File: config.mk
export PLATFORM = sky130hd
export DESIGN_NAME = mac_feeder
export DESIGN_NICKNAME = d
export VERILOG_FILES = /design/src/rtl/mac_feeder.sv
export SDC_FILE = /design/constraint.sdc
export NUM_CORES = 1
export LEC_CHECK = 0
export ABC_AREA = 1
export CAP_MARGIN = 20
export CORE_UTILIZATION = 49
export CTS_CLUSTER_SIZE = 20
export DETAILED_ROUTE_END_ITERATION = 7
export GPL_ROUTABILITY_DRIVEN = 0
export PLACE_DENSITY = 0.73
export SLEW_MARGIN = 20
export SYNTH_ARGS = -nofsm -noshare
export SYNTH_HDL_FRONTEND = slang
export SYNTH_SLANG_ARGS = --single-unit
File: constraint.sdc
create_clock -name clk -period 2.6 [get_ports clk]
set_input_delay 0.52 -clock clk [delete_from_list [all_inputs] [get_ports clk]]
set_output_delay 0.52 -clock clk [all_outputs]
set_load 0.005 [all_outputs]
File: src/rtl/mac_feeder.sv
// mac_feeder: buffers (a,b) operand pairs in a FIFO and sequences them into
// an external 8x8 multiply-accumulate unit in frames of LEN terms, then
// captures the accumulator as one dot-product result.
//
// Handshakes: a transfer happens on a rising clk edge where valid and ready
// are both 1. Input side: in_valid/in_ready, where in_ready depends only on
// the FIFO count. Result side: res_valid/res_ready, where res_valid holds
// with res_data stable until the transfer. res_valid never depends on
// res_ready.
module mac_feeder #(
  parameter int LEN   = 4,
  parameter int DEPTH = 8,
  parameter int AW    = 3
) (
  input  logic          clk,
  input  logic          clr,
  input  logic          in_valid,
  output logic          in_ready,
  input  logic [7:0]    in_a,
  input  logic [7:0]    in_b,
  output logic [7:0]    mac_opa,
  output logic [7:0]    mac_opb,
  output logic          mac_clr,
  input  logic [15:0]   mac_out,
  output logic          res_valid,
  input  logic          res_ready,
  output logic [15:0]   res_data,
  output logic [AW:0]   fifo_cnt,
  output logic [2:0]    dbg_state
);

  typedef enum logic [2:0] {
    IDLE  = 3'd0,
    CLEAR = 3'd1,
    FEED  = 3'd2,
    DRAIN = 3'd3,
    HOLD  = 3'd4
  } state_t;

  state_t        state;
  state_t        state_next;
  logic [15:0]   mem [DEPTH];
  logic [AW-1:0] wr_ptr;
  logic [AW-1:0] rd_ptr;
  logic [AW:0]   term;
  logic          push;
  logic          pop;

  assign in_ready  = (fifo_cnt < (AW+1)'(DEPTH));
  assign push      = in_valid & in_ready;
  assign dbg_state = state;

  // Next-state logic. A pair is popped on every edge that begins a FEED
  // cycle, so the registered operands show pair k during FEED cycle k.
  always_comb begin
    state_next = state;
    pop        = 1'b0;
    case (state)
      IDLE:  if (fifo_cnt >= (AW+1)'(LEN)) state_next = CLEAR;
      CLEAR: state_next = FEED;
      FEED:  if (term == (AW+1)'(LEN - 1)) state_next = DRAIN;
      DRAIN: state_next = HOLD;
      HOLD:  if (res_ready) state_next = IDLE;
      default: state_next = IDLE;
    endcase
    // A frame only starts with LEN pairs stored, so FEED never underflows.
    pop = (state_next == FEED);
  end

  // FIFO storage; pushes offered during clr are dropped.
  always_ff @(posedge clk) begin
    if (!clr && push) mem[wr_ptr] <= {in_a, in_b};
  end

  // FIFO pointers and occupancy; pointers wrap naturally at DEPTH.
  always_ff @(posedge clk) begin
    if (clr) begin
      wr_ptr   <= '0;
      rd_ptr   <= '0;
      fifo_cnt <= '0;
    end else begin
      if (push) wr_ptr <= wr_ptr + AW'(1);
      if (pop)  rd_ptr <= rd_ptr + AW'(1);
      case ({push, pop})
        2'b10:   fifo_cnt <= fifo_cnt + (AW+1)'(1);
        2'b01:   fifo_cnt <= fifo_cnt - (AW+1)'(1);
        default: fifo_cnt <= fifo_cnt;
      endcase
    end
  end

  // Frame state, term counter, registered MAC drive and result capture.
  always_ff @(posedge clk) begin
    if (clr) begin
      state     <= IDLE;
      term      <= '0;
      mac_clr   <= 1'b0;
      mac_opa   <= 8'h00;
      mac_opb   <= 8'h00;
      res_valid <= 1'b0;
      res_data  <= 16'h0000;
    end else begin
      state   <= state_next;
      mac_clr <= (state_next == CLEAR);
      // Zero operands outside FEED keep the always-accumulating MAC still.
      if (pop) begin
        mac_opa <= mem[rd_ptr][15:8];
        mac_opb <= mem[rd_ptr][7:0];
      end else begin
        mac_opa <= 8'h00;
        mac_opb <= 8'h00;
      end
      if (state == CLEAR)     term <= '0;
      else if (state == FEED) term <= term + (AW+1)'(1);
      res_valid <= (state_next == HOLD);
      // The last term has been accumulated by the start of DRAIN.
      if (state == DRAIN) res_data <= mac_out;
    end
  end

endmodule

==> results.ini <==
[pwr]
leakagePower_nw = 3.38
pwr-share-comb = 0.258
powerDensity_nw_per_um2 = 937
power.net_switching_mw = 2.46
power_frac_clock = 0.335
intPower_mw = 5.73
irDropWorstVdd_v = 0.000543
switching_share = 0.300
seqPwrFrac = 0.408

[synth]
synthesis.nets = 730
synth_compound_area_frac = 0.0710
synth_top_family_by_area = simple AND/OR/NAND/NOR gates
ys.flop_type = edfxtp_1
ys_types = 28
ys_async_sr_fraction = 0
muxShareOfSynthArea = 0
syn_area_um2 = 7090
synthSimpleGateAreaFrac = 0.181
synth-xor-area-share = 0.00494
synth_edf_count = 128
ys_ff_latch = 179
synth_fa_ha_area_frac = 0.0134
yosysSeqAreaShare = 0.687
ys.warnings.count = 0
avgSynthCellArea_um2 = 10.3
syn_inst = 687

[critical_path]
cp-start-kind = flop
reg2reg_from = term[0]$_SDFFE_PP0P_
r2r_end = fifo_cnt[2]$_SDFFE_PP0P_
r2r_setup_slack_ps = 290
path_class = flop to flop
crit_path_end_kind = flop
worstPathArrival_ps = 2620
crit_fanout = 6
rr_worst_depth = 12
worstPathRequired_ps = 2920

[cts]
cts_setup_buffers = 0
htree_levels = 4
cts_buffers = 17
cts_hold_repair.buffers = 0
clockRootBuffer = clkbuf_16
cts_tree = built
clk_pin_slew_worst_paths_ps = 60
clk_latency_ps = 430
cts_num_sinks = 179
cts_resized = 0
clockBufferDepth = 2

[global_route]
grt_usage = 0.213
antenna_found_initial = 0
grt_pass1_wl_um = 23500
overflow = 0
grt_pass1_vias = 5021
grt_max_degree = 67

[sta]
timing.final.crit_share = 0.887
setup-tns-final_ps = 0
slew-limit-headroom = 0.543
period_minus_slack_ps = 2310
setup_viol = 0
drv_slew = 0
finalHoldViolations = 0
tightest_slew_ps = 685
fmax_ghz = 0.434
fin_skew_ps = 9.87
rsz0062_at_grt = false
setup_ws_ps = 295

[drt]
viasPerCell = 5.12
dr.pass1.iters = 4
wl_per_cell_um = 15.2
wl_um = 14700
antenna_left = 0
vias = 4934
drt_iter0_markers = 345
drcViolationCount = 0

[finish]
final_cell_area_um2 = 8740
drive_above_1_share = 0.0816
finalNetCount = 814
diodes = 0
area_growth_syn_to_layout_pct = 23.3
fillCellCount = 1093

[floorplan]
fp-row-count = 43
io_pins = 78
chipWidth_um = 122
start_util = 0.507
die-area_um2 = 14900
coreArea_um2 = 14000
die_y_um = 122

[placement]
dp_slack_ps = 282
dp_hpwl_um = 9090
dpl_cell_area_um2 = 8090
port_buffers = 77

[outcome]
status = complete, no violations

[flow_run]
cap_violations = 0

[hold_path]
hp-class = flop to flop
holdPathStages = 2
worstHoldEndpoint = term[3]$_SDFFE_PP0P_
min_from = term[3]$_SDFFE_PP0P_

-- cell usage after synthesis, types with 3 or more instances --
library cell | number | area, um2
nor2_1 | 176 | 661
edfxtp_1 | 128 | 3840
nand2_1 | 126 | 473
o21ai_0 | 78 | 390
dfxtp_1 | 51 | 1020
inv_1 | 39 | 146
a21oi_1 | 14 | 70.1
buf_2 | 14 | 70.1
clkbuf_1 | 12 | 45.0
nor3_1 | 8 | 40.0
o21ai_1 | 7 | 35.0
ha_1 | 6 | 75.1
nand3_1 | 5 | 25.0
inv_2 | 3 | 11.3
-- sequential cells by signal, summed over array words and instances (netlist names), 3 cells and up --
signal     count
dbg_state      3
mac_opb        8
wr_ptr         3
res_data      16
rd_ptr         3
term           4
fifo_cnt       4
mac_opa        8
mem          128
-- routing by layer --
| metal | part of all wire | GRT usage | vias to the layer above |
|---|---|---|---|
| met4 | 0.031 | 0.111 | 0 |
| met2 | 0.50 | 0.360 | 141 |
| met1 | 0.41 | 0.243 | 2317 |
| met3 | 0.060 | 0.0632 | 37 |
| li1 | - | - | 2439 |
| met5 | 0 | 0 | - |
-- metrics by stage --
stage                     utilization  std cells  power, mW  hold slack, ps
after floorplan                     -        687       4.83             439
after global placement          0.579        932       5.39             451
after detailed placement        0.579        932       5.47             467
after CTS                       0.625        964       8.22             477
after global routing            0.625        964       8.64             508
final                           0.625        964       8.18             467
-- critical path, stage by stage, from the launching register on --
cell and delay (ps):
dfxtp_1 330, ha_1 220, inv_1 80, nor2_1 60, nand2_2 100, nand3_4 120, inv_1 90, ha_1 270
inv_1 100, fa_1 400, xnor2_1 130, o21ai_0 200, inv_1 80
-- area by class of cell --
type                    count  area [um2]  area share
multi-input cells         436        1940       0.222
inverters                  42         158      0.0180
well taps                 180         225      0.0258
clock inverters            11         173      0.0198
flip-flops and latches    179        4870       0.557
repair buffers             95         906       0.104
clock buffers              21         472      0.0540
-- cells in the final DEF, fill, tap and decap left out, types with 2 or more instances in the layout --
master           count
clkbuf_16           18
o21ai_1              7
o21ai_0             78
inv_1               39
nor3_2               4
edfxtp_1           128
xnor2_1              2
buf_4               18
clkinv_2             2
nand2_2              2
xor2_1               2
a21oi_1             14
nor2_1             176
nand3_1              5
nand2_1            126
inv_2                3
clkbuf_1             2
ha_1                 6
nor3_1               4
dfxtp_1             50
bufinv_16            4
clkinv_4             2
nand4_1              2
clkdlybuf4s50_1     77
nand3_2              2
-- power groups by stage --
| stage | logic, mW | registers (mW) | clock network (mW) |
|---|---|---|---|
| final | 2.11 | 3.34 | 2.74 |
| after global routing | 2.38 | 3.36 | 2.90 |
| after CTS | 2.11 | 3.34 | 2.78 |
| after detailed placement | 2.08 | 3.40 | 0 |
| after global placement | 2.01 | 3.39 | 0 |
| after floorplan | 1.44 | 3.39 | 0 |
-- cell families after synthesis --
logic type	after synthesis
AO/OA/AOI/OAI	100
AND/OR/NAND/NOR	325
XOR/XNOR	4
flip-flops	179
adder cells (fa/ha/maj)	7
buffers and inverters	72
-- how the worst max path moves through the flow --
| stage | start | to | cells past startpoint |
|---|---|---|---|
| CTS | dbg_state[1]$_SDFF_PP0_ | fifo_cnt[3]$_SDFFE_PP0P_ | 14 |
| detailed placement | in_valid | fifo_cnt[2]$_SDFFE_PP0P_ | 8 |
| finish | term[0]$_SDFFE_PP0P_ | fifo_cnt[2]$_SDFFE_PP0P_ | 12 |
| global placement | in_valid | fifo_cnt[3]$_SDFFE_PP0P_ | 11 |
| global route | dbg_state[1]$_SDFF_PP0_ | fifo_cnt[3]$_SDFFE_PP0P_ | 14 |
| floorplan | in_valid | mem[0][0]$_DFFE_PP_ | 4 |
No activity file was read; power rests on OpenSTA's default activity.
